===== config.mk =====
export PLATFORM = sky130hd
export DESIGN_NAME = trdb_branch_ctrl_flat
export DESIGN_NICKNAME = d
export VERILOG_FILES = /design/src/rtl/trdb_branch_ctrl_if.sv /design/src/rtl/trdb_branch_ctrl.sv /design/src/flat_wrapper.sv
export SDC_FILE = /design/constraint.sdc
export NUM_CORES = 1
export LEC_CHECK = 0
export ABC_CLOCK_PERIOD_IN_PS = 4600
export CAP_MARGIN = 25
export CORE_ASPECT_RATIO = 0.8
export CORE_MARGIN = 5
export CORE_UTILIZATION = 47
export CTS_BUF_LIST = sky130_fd_sc_hd__clkbuf_4
export CTS_CLUSTER_SIZE = 14
export DETAILED_ROUTE_END_ITERATION = 8
export PLACE_DENSITY = 0.87
export SETUP_SLACK_MARGIN = 0.02
export SYNTH_ARGS = -nofsm -noshare
export SYNTH_HDL_FRONTEND = slang
export SYNTH_SLANG_ARGS = --single-unit

===== constraint.sdc =====
create_clock -name clk_i -period 4.6 [get_ports clk_i]
set_clock_uncertainty 0.15 [all_clocks]
set_input_delay 0.46 -clock clk_i [delete_from_list [all_inputs] [get_ports clk_i]]
set_output_delay 0.46 -clock clk_i [all_outputs]
set_load 0.005 [all_outputs]

===== src/rtl/trdb_branch_ctrl_if.sv =====
// Handshake bundle between the branch-trace controller, its branch map and the
// packet emitter; the controller takes the slave view.
interface trdb_branch_ctrl_if #(
    parameter int unsigned CNT_W  = 5,
    parameter int unsigned PCNT_W = 16
);
    logic              branch_valid_i;
    logic              branch_taken_i;
    logic              branch_ready_o;
    logic              disc_req_i;
    logic              map_valid_o;
    logic              map_taken_o;
    logic              map_flush_o;
    logic [CNT_W-1:0]  map_branches_i;
    logic              map_full_i;
    logic              map_empty_i;
    logic              pkt_req_o;
    logic              pkt_ack_i;
    logic              pkt_full_o;
    logic [CNT_W-1:0]  pkt_branches_o;
    logic [PCNT_W-1:0] pkt_cnt_o;
    logic              overflow_o;

    modport slave (
        input  branch_valid_i, branch_taken_i, disc_req_i, map_branches_i,
               map_full_i, map_empty_i, pkt_ack_i,
        output branch_ready_o, map_valid_o, map_taken_o, map_flush_o,
               pkt_req_o, pkt_full_o, pkt_branches_o, pkt_cnt_o, overflow_o
    );

    modport master (
        output branch_valid_i, branch_taken_i, disc_req_i, map_branches_i,
               map_full_i, map_empty_i, pkt_ack_i,
        input  branch_ready_o, map_valid_o, map_taken_o, map_flush_o,
               pkt_req_o, pkt_full_o, pkt_branches_o, pkt_cnt_o, overflow_o
    );
endinterface


===== src/rtl/trdb_branch_ctrl.sv =====
// Branch-map controller: collects retired branch outcomes into the map and
// requests a packet when the map fills or a discontinuity forces early emission.
module trdb_branch_ctrl #(
    parameter int unsigned MAP_LEN = 31,
    parameter int unsigned CNT_W   = 5,
    parameter int unsigned PCNT_W  = 16
) (
    input  logic                   clk_i,
    input  logic                   rst_ni,
    trdb_branch_ctrl_if.slave      bus
);

    typedef enum logic [1:0] {
        COLLECT,
        REQ,
        FLUSH
    } state_e;

    state_e              state_q, state_d;
    logic                pkt_full_q, pkt_full_d;
    logic [PCNT_W-1:0]   pkt_cnt_q, pkt_cnt_d;
    logic                overflow_q, overflow_d;

    logic                branch_ready;
    logic                accept;
    logic                full_hit;

    always_ff @(posedge clk_i or negedge rst_ni) begin
        if (!rst_ni) begin
            state_q    <= COLLECT;
            pkt_full_q <= 1'b0;
            pkt_cnt_q  <= '0;
            overflow_q <= 1'b0;
        end else begin
            state_q    <= state_d;
            pkt_full_q <= pkt_full_d;
            pkt_cnt_q  <= pkt_cnt_d;
            overflow_q <= overflow_d;
        end
    end

    // Full cause wins over a simultaneous discontinuity request.
    assign full_hit = bus.map_full_i
                    | (accept & (bus.map_branches_i == CNT_W'(MAP_LEN - 1)));

    always_comb begin
        state_d    = state_q;
        pkt_full_d = pkt_full_q;
        pkt_cnt_d  = pkt_cnt_q;
        overflow_d = overflow_q | (bus.branch_valid_i & ~branch_ready);
        case (state_q)
            COLLECT: begin
                if (full_hit) begin
                    state_d    = REQ;
                    pkt_full_d = 1'b1;
                end else if (bus.disc_req_i & (~bus.map_empty_i | accept)) begin
                    state_d    = REQ;
                    pkt_full_d = 1'b0;
                end
            end
            REQ: begin
                if (bus.pkt_ack_i) begin
                    state_d = FLUSH;
                    if (pkt_cnt_q != '1) begin
                        pkt_cnt_d = pkt_cnt_q + 1'b1;
                    end
                end
            end
            FLUSH:   state_d = COLLECT;
            default: state_d = COLLECT;
        endcase
    end

    // Ready is gated by rst_ni so no write can leak out while reset is held.
    always_comb begin
        branch_ready = rst_ni & (state_q == COLLECT) & ~bus.map_full_i;
        accept       = bus.branch_valid_i & branch_ready;
    end

    assign bus.branch_ready_o = branch_ready;
    assign bus.map_valid_o    = accept;
    assign bus.map_taken_o    = bus.branch_taken_i;
    assign bus.map_flush_o    = (state_q == FLUSH);
    assign bus.pkt_req_o      = (state_q == REQ);
    assign bus.pkt_branches_o = (state_q == REQ) ? bus.map_branches_i : '0;
    assign bus.pkt_full_o     = pkt_full_q;
    assign bus.pkt_cnt_o      = pkt_cnt_q;
    assign bus.overflow_o     = overflow_q;

endmodule


===== src/flat_wrapper.sv =====
// flat-port wrapper written by rule: the top's interface ports become plain ports
module trdb_branch_ctrl_flat 
#(
    parameter int unsigned MAP_LEN = 31,
    parameter int unsigned CNT_W   = 5,
    parameter int unsigned PCNT_W  = 16
)
  (clk_i, rst_ni, bus_branch_valid_i, bus_branch_taken_i, bus_disc_req_i, bus_map_branches_i, bus_map_full_i, bus_map_empty_i, bus_pkt_ack_i, bus_branch_ready_o, bus_map_valid_o, bus_map_taken_o, bus_map_flush_o, bus_pkt_req_o, bus_pkt_full_o, bus_pkt_branches_o, bus_pkt_cnt_o, bus_overflow_o);
  trdb_branch_ctrl_if #(.CNT_W(CNT_W), .PCNT_W(PCNT_W)) bus_i ();
  input  logic clk_i;
  input  logic rst_ni;
  input wire logic [$bits(bus_i.branch_valid_i)-1:0] bus_branch_valid_i;
  input wire logic [$bits(bus_i.branch_taken_i)-1:0] bus_branch_taken_i;
  input wire logic [$bits(bus_i.disc_req_i)-1:0] bus_disc_req_i;
  input wire logic [$bits(bus_i.map_branches_i)-1:0] bus_map_branches_i;
  input wire logic [$bits(bus_i.map_full_i)-1:0] bus_map_full_i;
  input wire logic [$bits(bus_i.map_empty_i)-1:0] bus_map_empty_i;
  input wire logic [$bits(bus_i.pkt_ack_i)-1:0] bus_pkt_ack_i;
  output wire logic [$bits(bus_i.branch_ready_o)-1:0] bus_branch_ready_o;
  output wire logic [$bits(bus_i.map_valid_o)-1:0] bus_map_valid_o;
  output wire logic [$bits(bus_i.map_taken_o)-1:0] bus_map_taken_o;
  output wire logic [$bits(bus_i.map_flush_o)-1:0] bus_map_flush_o;
  output wire logic [$bits(bus_i.pkt_req_o)-1:0] bus_pkt_req_o;
  output wire logic [$bits(bus_i.pkt_full_o)-1:0] bus_pkt_full_o;
  output wire logic [$bits(bus_i.pkt_branches_o)-1:0] bus_pkt_branches_o;
  output wire logic [$bits(bus_i.pkt_cnt_o)-1:0] bus_pkt_cnt_o;
  output wire logic [$bits(bus_i.overflow_o)-1:0] bus_overflow_o;
  assign bus_i.branch_valid_i = bus_branch_valid_i;
  assign bus_i.branch_taken_i = bus_branch_taken_i;
  assign bus_i.disc_req_i = bus_disc_req_i;
  assign bus_i.map_branches_i = bus_map_branches_i;
  assign bus_i.map_full_i = bus_map_full_i;
  assign bus_i.map_empty_i = bus_map_empty_i;
  assign bus_i.pkt_ack_i = bus_pkt_ack_i;
  assign bus_branch_ready_o = bus_i.branch_ready_o;
  assign bus_map_valid_o = bus_i.map_valid_o;
  assign bus_map_taken_o = bus_i.map_taken_o;
  assign bus_map_flush_o = bus_i.map_flush_o;
  assign bus_pkt_req_o = bus_i.pkt_req_o;
  assign bus_pkt_full_o = bus_i.pkt_full_o;
  assign bus_pkt_branches_o = bus_i.pkt_branches_o;
  assign bus_pkt_cnt_o = bus_i.pkt_cnt_o;
  assign bus_overflow_o = bus_i.overflow_o;
  trdb_branch_ctrl #(.MAP_LEN(MAP_LEN), .CNT_W(CNT_W), .PCNT_W(PCNT_W)) u_core (.clk_i(clk_i), .rst_ni(rst_ni), .bus(bus_i));
endmodule

Word-level counts from Yosys, hierarchy flattened
Index checks and enable logic that the tools add are counted.
- word-level logic and storage cells: 35
- flip-flop bits (word level): 20
- bits of input ports: 13
- output and inout port bits: 28
- equal/unequal tests: 6
- multiplexer cells: 7
- add/subtract/negate cells: 1
- bitwise logic cells: 12
- reduce and logical (&&, ||, !) cells: 5
- operators with widths (operator ; count):
    adder 16 x 1 -> 16 bit, second input constant ; 1
    != test 16 bit, second input constant ; 1
    bitwise AND 1 bit ; 6
    2-to-1 mux 2 bit ; 3
    equality test 5 bit, second input constant ; 1
    2-to-1 mux 5 bit ; 1
    one-hot mux 2 bit (2 select lines) ; 1
    AND reduction 2 bit ; 2
    != test 3 x 1 -> 1 bit, second input constant ; 1
    inverter 1 bit ; 3
    OR 1 bit ; 3
    AND reduction 3 bit ; 1
    equality test 2 x 1 -> 1 bit, second input constant ; 1
    equality test 2 bit, second input constant ; 1
    logical NOT 2 bit ; 1
    2-to-1 mux 1 bit ; 2
    != test 2 bit, second input constant ; 1
    nonzero test 2 bit ; 1

Depth between registers and ports, before layout
Gate-level depths: netlist of run 1.
- depth after elaboration: 9
- mapped depth: 6
- depth with buffers taken out: 5

Worst setup path before layout of run 1
No wires, ideal clock.
- path type: register to register
- start: register u_core.pkt_cnt_q[0], in the netlist u_core.bus.pkt_cnt_o[0]
- end: register u_core.pkt_cnt_q[7], in the netlist u_core.bus.pkt_cnt_o[7]
- arrival: 1494 ps
- stages on the path, launching flop included: 7
- required time: 4370 ps
- period minus slack after synthesis: 1724 ps
- path buffers: 1
- library setup time: 80 ps
- slack: 2876 ps
- cells stage by stage: dfrtp_1 > ha_1 > nand4_1 > o41a_1 > buf_6 > nand4_1 > xnor2_1
- longest elaborated chain between the ends: 2
- elaborated cells between the ends (all ways): 3
- those cells by class: 1 x add/sub; 1 x eq/ne; 1 x reduce/logical
- RTL lines (what ; line ; text):
    from (decl) ; trdb_branch_ctrl.sv:21 ; logic [PCNT_W-1:0] pkt_cnt_q, pkt_cnt_d;
    from (signal assigned) ; trdb_branch_ctrl.sv:37 ; pkt_cnt_q <= pkt_cnt_d;
    parallel branches: the longest is 2 deep, another holds adder 16 x 1 -> 16 bit ; -- ;
Parallel ways; which one is timed is not known.
A chain may end at the register's enable or synchronous reset.

Worst setup path after layout of run 1
- start: input port rst_ni
- end: output port bus_map_valid_o
- longest elaborated chain between the ends: 3
- RTL lines (what ; line ; text):
    from (decl) ; flat_wrapper.sv:11 ; input logic rst_ni;
    bitwise AND 1 bit (2 in series) ; trdb_branch_ctrl.sv:76 ; branch_ready = rst_ni & (state_q == COLLECT) & ~bus.map_full_i;
    bitwise AND 1 bit ; trdb_branch_ctrl.sv:77 ; accept = bus.branch_valid_i & branch_ready;
    to (decl) ; flat_wrapper.sv:20 ; output wire logic [$bits(bus_i.map_valid_o)-1:0] bus_map_valid_o;
No other way between the ends.

==> results of run 1 <==
[logic make-up after synthesis]
| group | share of synthesized area |
|---|---|
| simple gates | 0.259 |
| flops | 0.506 |
| xor+xnor | 0.133 |
| compound gates | 0.0518 |
| buf+inv | 0.0266 |
| mux | 0.0114 |
| fa+ha+maj | 0.0126 |
[registers in the layout, indices dropped and copies added, names as in the netlist]
signal                 flops
u_core.state_q             2
u_core.bus.pkt_cnt_o      16
u_core.bus.overflow_o      1
u_core.bus.pkt_full_o      1
[per-stage QoR]
stage	cell area, um2	worst slack, ps
after floorplan	990	2880
after global placement	1390	1750
after detailed placement	1390	1650
after CTS	1420	1640
after global routing	1420	1570
final	1420	1650
[final cells by class]
class | count | area, um2
clock inverter | 1 | 3.75
sequential | 20 | 500
tap | 24 | 30.0
timing repair buffer | 39 | 388
clock buffer | 3 | 22.5
multi-input combinational | 66 | 463
fill | 140 | 529
inverter | 2 | 7.51
[where the power goes]
part	internal, W	leakage, nW	total [W]	switching (W)
Clock	0.0000317	0.0154	0.0000844	0.0000528
Sequential	0.000210	0.259	0.000260	0.0000501
Combinational	0.000137	0.298	0.000219	0.0000822
[final timing paths]
| kind | to | startpoint |
|---|---|---|
| min in group clk_i | u_core.bus.overflow_o | u_core.bus.overflow_o |
| worst min-delay path | u_core.bus.pkt_cnt_o[12] | rst_ni |
| max in group asynchronous | u_core.bus.pkt_cnt_o[11] | rst_ni |
| worst max register to register | u_core.bus.pkt_cnt_o[1] | u_core.bus.pkt_cnt_o[0] |
| worst min register to register | u_core.bus.overflow_o | u_core.bus.overflow_o |
| worst max-delay path | bus_map_valid_o | rst_ni |
[metal layers]
metal | up-vias | share of wire
li1 | 405 | -
met1 | 409 | 0.44
met2 | 27 | 0.48
met3 | 7 | 0.062
met4 | 0 | 0.022
met5 | - | 0
[cell usage in the layout, fill, tap and decap left out, drive strengths merged, types with 2 or more instances in the layout]
cell type and instances:
clkdlybuf4s50 38, dfrtp 20, xnor2 12, nand4 8, nand3 7, and2 6, nand2 5, nor2 4
xor2 3, clkbuf 3, nor2b 2, inv 2, and4 2, nor3 2
==> report_table.html, run 1 <==
<table>
<tr><th>Metric</th><th>Value</th></tr>
<tr><th colspan="2">Floorplan</th></tr>
<tr><td>Effective utilization at floorplan</td><td>0.509</td></tr>
<tr><td>Chip Width</td><td>a little over 60 um</td></tr>
<tr><td>CORE AREA</td><td>approximately 0.002 mm2</td></tr>
<tr><td>Number of I/O pins</td><td>41</td></tr>
<tr><td>Number of standard-cell rows in the floorplan</td><td>14</td></tr>
<tr><td>Die boundary height</td><td>51.0 um</td></tr>
<tr><td>Die area</td><td>0.00313 mm2</td></tr>
<tr><th colspan="2">Clocking</th></tr>
<tr><td>Number of levels in the clock H-tree</td><td>1</td></tr>
<tr><td>Num Clock Sinks</td><td>20</td></tr>
<tr><td>Post-cts repair resize count</td><td>0</td></tr>
<tr><td>Number of buffers created by CTS</td><td>3</td></tr>
<tr><td>Clock latency reported for the late side of the worst-skew pair</td><td>300 ps</td></tr>
<tr><td>Buffers inserted by post-CTS timing repair</td><td>0</td></tr>
<tr><td>Hold-fix buffers at CTS</td><td>0</td></tr>
<tr><td>Clock-pin slew of the registers on the worst-case setup and hold paths</td><td>110 ps</td></tr>
<tr><td>Maximum count of clock buffers along a single path</td><td>2</td></tr>
<tr><td>CTS tree</td><td>yes</td></tr>
<tr><td>Clock Root Buffer</td><td>sky130_fd_sc_hd__clkbuf_4</td></tr>
<tr><th colspan="2">Route</th></tr>
<tr><td>Post-Route WL</td><td>2.42 mm</td></tr>
<tr><td>Via/cell ratio</td><td>5.47</td></tr>
<tr><td>Iter 0 DRT Violations</td><td>24</td></tr>
<tr><td>WL/cell</td><td>15.6 um</td></tr>
<tr><td>First-pass detailed-route iteration total</td><td>4</td></tr>
<tr><td>Detailed-route via count</td><td>848</td></tr>
<tr><td>Detailed-route DRC error count</td><td>0</td></tr>
<tr><td>Antenna Nets Post-Route</td><td>0</td></tr>
<tr><th colspan="2">Logic synthesis</th></tr>
<tr><td>Post-synth net total</td><td>104</td></tr>
<tr><td>Most frequently used cell type in the post-synthesis netlist</td><td>sky130_fd_sc_hd__dfrtp_1</td></tr>
<tr><td>Cell area after technology mapping</td><td>990 um2</td></tr>
<tr><td>Most frequently used flop master after synthesis</td><td>sky130_fd_sc_hd__dfrtp_1</td></tr>
<tr><td>Mean instance size in the synthesized netlist</td><td>approximately 11 um2</td></tr>
<tr><td>Part of the Yosys area used for sequential elements</td><td>0.506</td></tr>
<tr><td>Cells after Synth</td><td>90</td></tr>
<tr><td>Share of flip-flops with an asynchronous set or reset</td><td>1.00</td></tr>
<tr><td>Top post-synthesis cells by count</td><td>sky130_fd_sc_hd__dfrtp_1, sky130_fd_sc_hd__xnor2_1, sky130_fd_sc_hd__nand4_1</td></tr>
<tr><td>Number of enable flip-flop cells after synthesis</td><td>0</td></tr>
<tr><td>Count of yosys warnings during synthesis</td><td>0</td></tr>
<tr><td>Synthesis-stage register bit count</td><td>20</td></tr>
<tr><td>Area contributors post-synth</td><td>sky130_fd_sc_hd__dfrtp_1, sky130_fd_sc_hd__xnor2_1, sky130_fd_sc_hd__nand4_1, sky130_fd_sc_hd__and2_1, sky130_fd_sc_hd__nand3_1</td></tr>
<tr><td>Synth top area share</td><td>0.506</td></tr>
<tr><td>Distinct cells, synth</td><td>29</td></tr>
<tr><td>Dominant cell type by area after synthesis</td><td>sky130_fd_sc_hd__dfrtp_1</td></tr>
<tr><th colspan="2">Critical path</th></tr>
<tr><td>Worst reg-to-reg setup slack</td><td>2610 ps</td></tr>
<tr><td>Cell Chain, Critical Path</td><td>clkdlybuf4s50_1, buf_4, nor4b_2, and2_1, clkdlybuf4s50_1</td></tr>
<tr><td>Worst path depth</td><td>5</td></tr>
<tr><td>Cell seen most often among critical-path stages</td><td>sky130_fd_sc_hd__clkdlybuf4s50_1</td></tr>
<tr><td>Crit path arrival time</td><td>2340 ps</td></tr>
<tr><td>Category of the most critical setup path</td><td>input port to output pin</td></tr>
<tr><td>Number of buffers and inverters on the critical path</td><td>3</td></tr>
<tr><td>Category of the worst setup path capture point</td><td>output pin</td></tr>
<tr><td>Slowest Stage Delay on Critical Path</td><td>520 ps</td></tr>
<tr><td>Number of cells traversed by the worst register-to-register path</td><td>4</td></tr>
<tr><td>Required time of the worst setup path</td><td>about 4000 ps</td></tr>
<tr><td>Startpoint class of the critical path</td><td>input port</td></tr>
<tr><td>Kind of cell adding the most delay to the critical path</td><td>buffers and inverters</td></tr>
<tr><td>Critical-path top delay cell</td><td>sky130_fd_sc_hd__clkdlybuf4s50_1</td></tr>
<tr><td>Max FO, Critical Path</td><td>21</td></tr>
<tr><th colspan="2">GRT</th></tr>
<tr><td>Global Route met1 Usage</td><td>0.213</td></tr>
<tr><td>Wire length of the first global-routing pass</td><td>3.82 mm</td></tr>
<tr><td>Grt peak-use layer</td><td>met2</td></tr>
<tr><td>Maximum number of pins on one net before global-route repair</td><td>22</td></tr>
<tr><td>Vias in the first global route</td><td>roughly 800</td></tr>
<tr><td>Total overflow reported by the global router</td><td>0</td></tr>
<tr><td>Initial antenna violation count</td><td>0</td></tr>
<tr><td>Met3 track demand over resource</td><td>0.0428</td></tr>
<tr><td>Met2 Resource Use GR</td><td>0.269</td></tr>
<tr><td>GRT Overall Usage</td><td>0.166</td></tr>
<tr><th colspan="2">Power</th></tr>
<tr><td>Maximum ir drop on the vdd rail</td><td>between 400 and 500 uV</td></tr>
<tr><td>Total Power Consumption</td><td>0.000563 W</td></tr>
<tr><td>Static leakage</td><td>0.573 nW</td></tr>
<tr><td>Power density of the placed cells</td><td>398 mW/mm2</td></tr>
<tr><th colspan="2">Cells and area</th></tr>
<tr><td>Number of nets in the layout</td><td>about 150</td></tr>
<tr><td>Fraction of layout instances using a drive strength above 1</td><td>0.0458</td></tr>
<tr><td>Non-Filler Instances</td><td>155</td></tr>
<tr><td>Diodes inserted</td><td>0</td></tr>
<tr><td>Relative area change from synthesis to final layout</td><td>43.0%</td></tr>
<tr><td>Final standard cell utilization of the core</td><td>0.728</td></tr>
<tr><th colspan="2">Timing</th></tr>
<tr><td>Final setup violation count</td><td>0</td></tr>
<tr><td>Max Freq</td><td>between 300 and 400 MHz</td></tr>
<tr><td>Hold Vio Cnt, Final</td><td>0</td></tr>
<tr><td>Final slew viol count</td><td>0</td></tr>
<tr><td>Total Negative Setup Slacks</td><td>0 ps</td></tr>
<tr><td>RSZ-0062 raised after global routing</td><td>no</td></tr>
<tr><td>Worst-Margin Slew</td><td>498 ps</td></tr>
<tr><td>Worst slack on hold paths</td><td>339 ps</td></tr>
<tr><td>Period utilization</td><td>0.642</td></tr>
<tr><td>Remaining max-slew budget at the tightest pin</td><td>0.668</td></tr>
<tr><td>Final worst path period need</td><td>about 3000 ps</td></tr>
<tr><th colspan="2">Place</th></tr>
<tr><td>RD Place Congestion</td><td>0.812</td></tr>
<tr><td>Buffers added on ports</td><td>38</td></tr>
<tr><td>Number of instances in the placed design</td><td>~150</td></tr>
<tr><td>DPL Wire Length</td><td>between 1.5 and 2 mm</td></tr>
<tr><th colspan="2">Status</th></tr>
<tr><td>Run status</td><td>finished clean</td></tr>
<tr><th colspan="2">Min path</th></tr>
<tr><td>HP Class</td><td>input port to asynchronous set/reset pin</td></tr>
<tr><th colspan="2">Job</th></tr>
<tr><td>Count of max-cap constraint violations</td><td>0</td></tr>
</table>
No activity file was read; power rests on OpenSTA's default activity.
==> run 2: changes to the inputs <==
--- a/config.mk
+++ b/config.mk
@@ -5,15 +5,15 @@
 export SDC_FILE = /design/constraint.sdc
 export NUM_CORES = 1
 export LEC_CHECK = 0
-export ABC_CLOCK_PERIOD_IN_PS = 4600
+export ABC_CLOCK_PERIOD_IN_PS = 2500
 export CAP_MARGIN = 25
 export CORE_ASPECT_RATIO = 0.8
 export CORE_MARGIN = 5
-export CORE_UTILIZATION = 47
+export CORE_UTILIZATION = 39
 export CTS_BUF_LIST = sky130_fd_sc_hd__clkbuf_4
 export CTS_CLUSTER_SIZE = 14
 export DETAILED_ROUTE_END_ITERATION = 8
-export PLACE_DENSITY = 0.87
+export PLACE_DENSITY = 0.77
 export SETUP_SLACK_MARGIN = 0.02
 export SYNTH_ARGS = -nofsm -noshare
 export SYNTH_HDL_FRONTEND = slang
==> constraint.sdc (replaced) <==
create_clock -name clk_i -period 2.5 [get_ports clk_i]
set_clock_uncertainty 0.15 [all_clocks]
set_input_delay 0.25 -clock clk_i [delete_from_list [all_inputs] [get_ports clk_i]]
set_output_delay 0.25 -clock clk_i [all_outputs]
set_load 0.005 [all_outputs]
==> report_table.html, run 2 (synthesis results as in run 1) <==
<table>
<tr><th>Metric</th><th>Value</th></tr>
<tr><th colspan="2">Status</th></tr>
<tr><td>Run status</td><td>finished clean</td></tr>
<tr><th colspan="2">Critical path</th></tr>
<tr><td>Required time of the worst setup path</td><td>2100 ps (-1890 ps)</td></tr>
<tr><td>Startpoint class of the critical path</td><td>flop</td></tr>
<tr><td>End of the worst register-to-register path</td><td>u_core.bus.pkt_cnt_o[1]</td></tr>
<tr><td>Crit path arrival time</td><td>1800 ps (-540 ps)</td></tr>
<tr><td>Category of the worst setup path capture point</td><td>output pin</td></tr>
<tr><td>Max FO, Critical Path</td><td>7 (-67%)</td></tr>
<tr><td>Worst reg-to-reg setup slack</td><td>520 ps (-2090 ps)</td></tr>
<tr><td>Reg-to-Reg Start</td><td>u_core.bus.pkt_cnt_o[0]</td></tr>
<tr><td>Number of cells traversed by the worst register-to-register path</td><td>4 (unchanged)</td></tr>
<tr><td>Category of the most critical setup path</td><td>flop to output pin</td></tr>
<tr><th colspan="2">Cells and area</th></tr>
<tr><td>Commonest cells after routing, fill and taps aside</td><td>sky130_fd_sc_hd__clkdlybuf4s50_1, sky130_fd_sc_hd__dfrtp_1, sky130_fd_sc_hd__xnor2_1</td></tr>
<tr><td>Final standard cell utilization of the core</td><td>0.587 (-0.141)</td></tr>
<tr><td>Filler Cells Inserted</td><td>219 (+56%)</td></tr>
<tr><td>Largest register FFs</td><td>16 (unchanged)</td></tr>
<tr><td>Number of nets in the layout</td><td>147 (+0.68%)</td></tr>
<tr><td>Diodes inserted</td><td>0 (unchanged)</td></tr>
<tr><td>Most common cell after layout, fill and taps aside</td><td>sky130_fd_sc_hd__clkdlybuf4s50_1</td></tr>
<tr><td>Fraction of layout instances using a drive strength above 1</td><td>0.0534 (+0.00763)</td></tr>
<tr><td>Relative area change from synthesis to final layout</td><td>44.9%</td></tr>
<tr><th colspan="2">Timing</th></tr>
<tr><td>Worst-Margin Slew</td><td>499 ps (+1.08 ps)</td></tr>
<tr><td>RSZ-0062 raised after global routing</td><td>no</td></tr>
<tr><td>Period utilization</td><td>0.881</td></tr>
<tr><td>Total Negative Setup Slacks</td><td>0 ps (unchanged)</td></tr>
<tr><td>Remaining max-slew budget at the tightest pin</td><td>0.667 (-0.000719)</td></tr>
<tr><td>Hold Vio Cnt, Final</td><td>0 (unchanged)</td></tr>
<tr><td>Final slew viol count</td><td>0 (unchanged)</td></tr>
<tr><td>Final worst path period need</td><td>approximately 2200 ps</td></tr>
<tr><td>Max Freq</td><td>between 400 and 500 MHz</td></tr>
<tr><td>Final setup violation count</td><td>0 (unchanged)</td></tr>
<tr><th colspan="2">Min path</th></tr>
<tr><td>HP Class</td><td>input port to asynchronous set/reset pin</td></tr>
<tr><th colspan="2">Clocking</th></tr>
<tr><td>Clock Root Buffer</td><td>sky130_fd_sc_hd__clkbuf_4</td></tr>
<tr><td>Number of levels in the clock H-tree</td><td>1 (unchanged)</td></tr>
<tr><td>Num Clock Sinks</td><td>20 (unchanged)</td></tr>
<tr><td>Hold-fix buffers at CTS</td><td>0 (unchanged)</td></tr>
<tr><td>Number of buffers created by CTS</td><td>3 (unchanged)</td></tr>
<tr><td>Clock-pin slew of the registers on the worst-case setup and hold paths</td><td>100 ps (about the same)</td></tr>
<tr><td>Clock latency reported for the late side of the worst-skew pair</td><td>290 ps (about the same)</td></tr>
<tr><td>Buffers inserted by post-CTS timing repair</td><td>0 (unchanged)</td></tr>
<tr><td>CTS tree</td><td>yes</td></tr>
<tr><td>Post-cts repair resize count</td><td>0 (unchanged)</td></tr>
<tr><td>Maximum count of clock buffers along a single path</td><td>2 (unchanged)</td></tr>
<tr><th colspan="2">Route</th></tr>
<tr><td>Detailed-route via count</td><td>842 (-0.71%)</td></tr>
<tr><td>First-pass detailed-route iteration total</td><td>4 (unchanged)</td></tr>
<tr><td>Antenna Nets Post-Route</td><td>0 (unchanged)</td></tr>
<tr><td>Iter 0 DRT Violations</td><td>36 (+50%)</td></tr>
<tr><td>Via/cell ratio</td><td>5.04 (-7.8%)</td></tr>
<tr><td>WL/cell</td><td>14.5 um (-6.8%)</td></tr>
<tr><td>Detailed-route DRC error count</td><td>0 (unchanged)</td></tr>
<tr><td>Post-Route WL</td><td>2.43 mm (+0.46%)</td></tr>
<tr><th colspan="2">GRT</th></tr>
<tr><td>Initial antenna violation count</td><td>0 (unchanged)</td></tr>
<tr><td>Vias in the first global route</td><td>828 (+4.2%)</td></tr>
<tr><td>GRT Overall Usage</td><td>0.144 (-0.0215)</td></tr>
<tr><td>Total overflow reported by the global router</td><td>0 (unchanged)</td></tr>
<tr><td>Maximum number of pins on one net before global-route repair</td><td>21 (-4.5%)</td></tr>
<tr><td>Wire length of the first global-routing pass</td><td>3.91 mm (+2.4%)</td></tr>
<tr><th colspan="2">Place</th></tr>
<tr><td>Buffers added on ports</td><td>38 (unchanged)</td></tr>
<tr><td>DPL Wire Length</td><td>1.92 mm (-0.36%)</td></tr>
<tr><td>RD Place Congestion</td><td>0.770 (-5.1%)</td></tr>
<tr><th colspan="2">Floorplan</th></tr>
<tr><td>Die area</td><td>0.00365 mm2 (+17%)</td></tr>
<tr><td>Chip Width</td><td>66.3 um (+8.2%)</td></tr>
<tr><td>CORE AREA</td><td>0.00244 mm2 (+26%)</td></tr>
<tr><td>Number of I/O pins</td><td>41 (unchanged)</td></tr>
<tr><td>Effective utilization at floorplan</td><td>0.405 (-0.104)</td></tr>
<tr><td>Number of standard-cell rows in the floorplan</td><td>16 (+2)</td></tr>
<tr><td>Die boundary height</td><td>55.1 um (+7.9%)</td></tr>
<tr><th colspan="2">Job</th></tr>
<tr><td>Count of max-cap constraint violations</td><td>0 (unchanged)</td></tr>
<tr><th colspan="2">Power</th></tr>
<tr><td>Static leakage</td><td>0.576 nW (+0.65%)</td></tr>
<tr><td>Power density of the placed cells</td><td>715 mW/mm2 (+80%)</td></tr>
<tr><td>Maximum ir drop on the vdd rail</td><td>453 uV (+2.3%)</td></tr>
</table>
## run 2: changes by cell type in the layout (fill, tap and decap cells not counted)
| cell | previous run | this run |
|---|---|---|
| sky130_fd_sc_hd__clkinv_1 | 1 | 0 |
| sky130_fd_sc_hd__buf_4 | 1 | 2 |
## run 2: through the flow
| step | setup WS [ps] | hold WS [ps] | instance area [um2] | std cells | power [W] |
|---|---|---|---|---|---|
| CTS | 296 | 195 | 1430 | 167 | 0.00104 |
| detailed placement | 437 | 312 | 1410 | 164 | 0.000894 |
| global placement | 446 | 310 | 1410 | 164 | 0.000876 |
| global route | 187 | 224 | 1430 | 167 | 0.00109 |
| floorplan | 776 | -196 | 990 | 90 | 0.000643 |
| finish | 298 | 184 | 1430 | 167 | 0.00103 |
## run 2: power by group
part	internal, W	total [W]	switching, W
Sequential	0.000386	0.000476	0.0000902
Combinational	0.000255	0.000408	0.000153
Clock	0.0000560	0.000141	0.0000851
Total	0.000697	0.00103	0.000328
## run 2: final cells by class
cell class / instances / area [um2] / area share
clock buffer: 3 / 22.5 / 0.0157
inverter: 2 / 7.51 / 0.00524
multi-input combinational: 66 / 463 / 0.323
sequential: 20 / 500 / 0.349
tap: 36 / 45.0 / 0.0314
timing repair buffer: 40 / 395 / 0.276
## run 2: layer usage
metal,GRT usage,vias up,share of wire
li1,-,412,-
met1,0.177,399,0.44
met2,0.245,25,0.49
met3,0.0465,6,0.052
met4,0.0439,0,0.024
met5,0,-,0
## run 2: how the worst max path moves through the flow
stage	from	end	slack [ps]	cells past startpoint
after global routing	u_core.state_q[0]	bus_pkt_branches_o[3]	190	3
after detailed placement	rst_ni	bus_map_valid_o	440	4
final	u_core.state_q[0]	bus_pkt_branches_o[3]	300	3
after floorplan	u_core.bus.pkt_cnt_o[0]	u_core.bus.pkt_cnt_o[7]	780	6
after global placement	rst_ni	bus_map_valid_o	450	4
after CTS	u_core.state_q[0]	bus_pkt_branches_o[3]	300	3
## run 2: worst max-delay path, stage by stage (launching register included)
cell and delay [ps]:
sky130_fd_sc_hd__dfrtp_1 440, sky130_fd_sc_hd__nor2b_1 380, sky130_fd_sc_hd__and2_1 190, sky130_fd_sc_hd__clkdlybuf4s50_1 510
==> RTL change 1, RTL diff (config.mk and constraints of run 2) <==
`CNT_W` is set to 5 in 3 places; all go to 10.
--- a/src/rtl/trdb_branch_ctrl_if.sv
+++ b/src/rtl/trdb_branch_ctrl_if.sv
@@ -1,7 +1,7 @@
 // Handshake bundle between the branch-trace controller, its branch map and the
 // packet emitter; the controller takes the slave view.
 interface trdb_branch_ctrl_if #(
-    parameter int unsigned CNT_W  = 5,
+    parameter int unsigned CNT_W  = 10,
     parameter int unsigned PCNT_W = 16
 );
     logic              branch_valid_i;
--- a/src/rtl/trdb_branch_ctrl.sv
+++ b/src/rtl/trdb_branch_ctrl.sv
@@ -2,7 +2,7 @@
 // requests a packet when the map fills or a discontinuity forces early emission.
 module trdb_branch_ctrl #(
     parameter int unsigned MAP_LEN = 31,
-    parameter int unsigned CNT_W   = 5,
+    parameter int unsigned CNT_W   = 10,
     parameter int unsigned PCNT_W  = 16
 ) (
     input  logic                   clk_i,
--- a/src/flat_wrapper.sv
+++ b/src/flat_wrapper.sv
@@ -2,7 +2,7 @@
 module trdb_branch_ctrl_flat 
 #(
     parameter int unsigned MAP_LEN = 31,
-    parameter int unsigned CNT_W   = 5,
+    parameter int unsigned CNT_W   = 10,
     parameter int unsigned PCNT_W  = 16
 )
   (clk_i, rst_ni, bus_branch_valid_i, bus_branch_taken_i, bus_disc_req_i, bus_map_branches_i, bus_map_full_i, bus_map_empty_i, bus_pkt_ack_i, bus_branch_ready_o, bus_map_valid_o, bus_map_taken_o, bus_map_flush_o, bus_pkt_req_o, bus_pkt_full_o, bus_pkt_branches_o, bus_pkt_cnt_o, bus_overflow_o);
Ports: changed (resized bus_map_branches_i and bus_pkt_branches_o); port bits go from 41 to 51. The function was not compared with the original's and may differ.
==> RTL change 1 against run 2 <==
- setup slack lost 0.087 ns
- routed wire length grew 20%
- core utilization grew 2.6 points
- area after synthesis grew 14%
- register-to-register slack is essentially flat
- combinational power grew 25%
- final area grew 18%
- clock power grew 11%
- via count grew 22%
- non-clock buffer count grew 12
- sequential cell count is the same
- total power grew 11%
- largest power group is now combinational cells
- highest routed layer unchanged
==> RTL change 1: results (changes against run 2) <==
status:
  outcome: "complete, no violations"
synth:
  synthArstFlopShare: 1.000  # unchanged
  synth_fp_nets: 126  # +21%
  ys_types: 36  # +24%
  ys_warn_count: 0  # unchanged
  postSynthAreaPerCell_sq_um: 10.51  # -4.4%
  yosysSeqAreaShare: 0.4449  # -0.06075
  synth_ff_type: "dfrtp_1"
  post_synth_most_frequent_cells: "dfrtp_1 (20), and2_1 (12), xnor2_1 (7), xor2_1 (7)"
  synthTopCellsByArea: "dfrtp_1 (44%), and2_1 (6.7%), xnor2_1 (5.5%), xor2_1 (5.5%), a2111oi_2 (2.7%)"
worst_setup_path:
  crit_fanout: 6  # -1
  cp_data_arrival_time_ns: 1.89  # +0.09 ns
power:
  ir_drop_mv: 0.4159  # -8.2%
  p_leak_nw: 0.7011  # +22%
cells_and_area:
  drive_gt1_frac: 0.1125  # +0.05906
  nets: 180  # +22%
cts:
  cts-root-buf: "clkbuf_4"
  cts_buffer_depth: 2  # unchanged
placement:
  dp_hpwl_um: 2337  # +22%
  dp.cells: 194  # +18%
  globalplace.congestion: 0.7707  # about the same
  dpl_cell_area_sq_mm: 0.001668  # +18%
  place_ws_ns: 0.2646  # -0.1723 ns
  portBuffers: 48  # +26%
route:
  wl_per_cell_um: 14.74  # +1.4%
  viasPerCell: 5.177  # +2.7%
  drt_iter0_drc: 54  # +50%
  vias: 1025  # +22%
global_routing:
  grt_pass1_vias: 977  # +18%
  grt_pass1_wl_um: 4795  # +23%
  grt_util_all_layers: 0.1489  # +0.004701
timing:
  worst_pin_slew_ns: 0.5671  # +0.06809 ns
==> RTL change 1: power breakdown <==
part           switching, W  internal, W
registers         0.0000845     0.000386
clock network     0.0000984    0.0000583
logic              0.000186     0.000325
==> RTL change 1: area by class of cell <==
| class | instances | area [sq um] |
|---|---|---|
| Inverter | 4 | 15.01 |
| Clock buffer | 3 | 22.52 |
| Tap cell | 38 | 47.55 |
| Clock inverter | 1 | 3.754 |
| Fill cell | 240 | 1069 |
| Timing Repair Buffer | 52 | 510.5 |
| Multi-Input combinational cell | 80 | 596.8 |
| Sequential cell | 20 | 500.5 |
==> RTL change 1: worst paths after layout <==
path | from | end | slack [ns] | depth (start not counted)
worst max-delay path | u_core.state_q[0] | bus_map_valid_o | 0.21 | 3
max in group asynchronous | rst_ni | u_core.bus.pkt_cnt_o[11] | 1.80 | 2
min in group clk_i | u_core.bus.overflow_o | u_core.bus.overflow_o | 0.34 | 1
worst max register to register | u_core.bus.pkt_cnt_o[6] | u_core.bus.pkt_cnt_o[13] | 0.52 | 4
worst min register to register | u_core.bus.overflow_o | u_core.bus.overflow_o | 0.34 | 1
worst min-delay path | rst_ni | u_core.bus.pkt_cnt_o[15] | 0.20 | 2
==> RTL change 1: kinds of logic after synthesis <==
group / count (synthesis) / share of synthesized area
compound gates: 15 / 0.1101
fa+ha+maj: 1 / 0.01112
flops: 20 / 0.4449
mux: 1 / 0.01334
buf+inv: 7 / 0.02670
xor+xnor: 14 / 0.1090
simple gates: 49 / 0.2848
==> RTL change 1: routing by layer <==
layer / GRT usage / wire length [um] / up-vias
li1: - / - / 494
met1: 0.2026 / 1395 / 501
met2: 0.2342 / 1350 / 28
met3: 0.04679 / 157 / 2
met4: 0.03279 / 14 / 0
met5: 0 / 0 / -
==> RTL change 2, RTL diff (flow settings as in run 2) <==
Without the edit above. Encoding of `state_e`: now one-hot (3 bits for 3 states).
--- a/src/rtl/trdb_branch_ctrl.sv
+++ b/src/rtl/trdb_branch_ctrl.sv
@@ -10,10 +10,10 @@
     trdb_branch_ctrl_if.slave      bus
 );
 
-    typedef enum logic [1:0] {
-        COLLECT,
-        REQ,
-        FLUSH
+    typedef enum logic [2:0] {
+        COLLECT = 3'b001,
+        REQ     = 3'b010,
+        FLUSH   = 3'b100
     } state_e;
 
     state_e              state_q, state_d;
Function: no difference found for any inputs over 10 cycles, from zero or initial values and one cycle with rst_ni low; not proved beyond that.
==> RTL change 2 against run 2 <==
- setup slack worse by 0.13 ns
- synthesized cell count increased by 18%
- non-clock buffer count stayed put
- global-route usage is 0.55 points lower
- area after synthesis grew 14%
- routed wire length is 9.9% higher
- final area rose by 11%
- count of clock-buffer cells in the layout unchanged
- sequential cell count increased by 1
- total power down 9.3%
- critical path depth unchanged
- clock power rose by 17%
==> RTL change 2: results (changes against run 2) <==
cts:
  clk_pin_slew_ns: 0.12  # +0.02 ns
worst_setup_path:
  cpMaxStageDelayCell: "dfstp_2"
  crit_end: "bus_map_valid_o"
  max_stage_delay_ns: 0.57  # +0.06 ns
  crit_fanout: 6  # -1
synth:
  yosysSeqAreaShare: 0.4678  # -0.03791
  synth_fp_nets: 120  # +15%
  synth.area.mux_share: 0.03333  # +0.02196
  post_synth_most_frequent_cells: "dfrtp_1 (20), nor2_1 (8), xor2_1 (8)"
  synthTopCellsByArea: "dfrtp_1 (44%), xor2_1 (6.2%), and2_1 (2.8%), nor2_1 (2.7%), nor3b_1 (2.7%)"
  synth-adder-area-share: 0.01111  # -0.001531
  syn_inst: 106  # +18%
global_routing:
  met2_usage: 0.2436  # -0.001863
  use_met1: 0.1668  # -0.009922
  grt_max_degree: 23  # +9.5%
  grt_util_all_layers: 0.1387  # -0.005464
  grt_pass1_wl_um: 4595  # +17%
placement:
  dp.cells: 183  # +12%
  dpl_cell_area_sq_mm: 0.001562  # +11%
cells_and_area:
  fillerInstances: 245  # +12%
  drive_gt1_frac: 0.1208  # +0.06737
  nets: 164  # +12%
power:
  ir_drop_mv: 0.3539  # -22%
  seq-power_w: 0.000450  # -5.5%
  pg_clk_w: 0.000165  # +17%
status:
  outcome: "complete, no violations"
timing:
  slew_headroom: 0.7004  # +0.03305
## RTL change 2: cell types whose count changed after synthesis, sizes merged, moves of 2 or more
cell,change
mux2,+2
xor2,+5
and4,-2
nand4,-4
nor3b,+5
xnor2,-9
o21ai,+2
and3,+2
inv,+3
nor2,+5
nor4,+3
## RTL change 2: critical path, delay by kind of cell (launching register included)
family / cells / cell delay, ns
AND/OR/NAND/NOR: 2 / 0.54
buffers and inverters: 1 / 0.51
flip-flops: 1 / 0.57
## RTL change 2: area by class of cell
class                           count  share of cell area
Sequential cell                    21              0.3302
Tap cell                           38             0.02980
Timing Repair Buffer               40              0.2478
Inverter                            5             0.01176
Clock buffer                        3             0.01412
Clock inverter                      1            0.003137
Multi-Input combinational cell     79              0.3631
## RTL change 2: metal layers
layer / up-vias / share of wire
li1: 471 / -
met1: 475 / 0.41
met2: 33 / 0.52
met3: 7 / 0.051
met4: 0 / 0.020
met5: - / 0
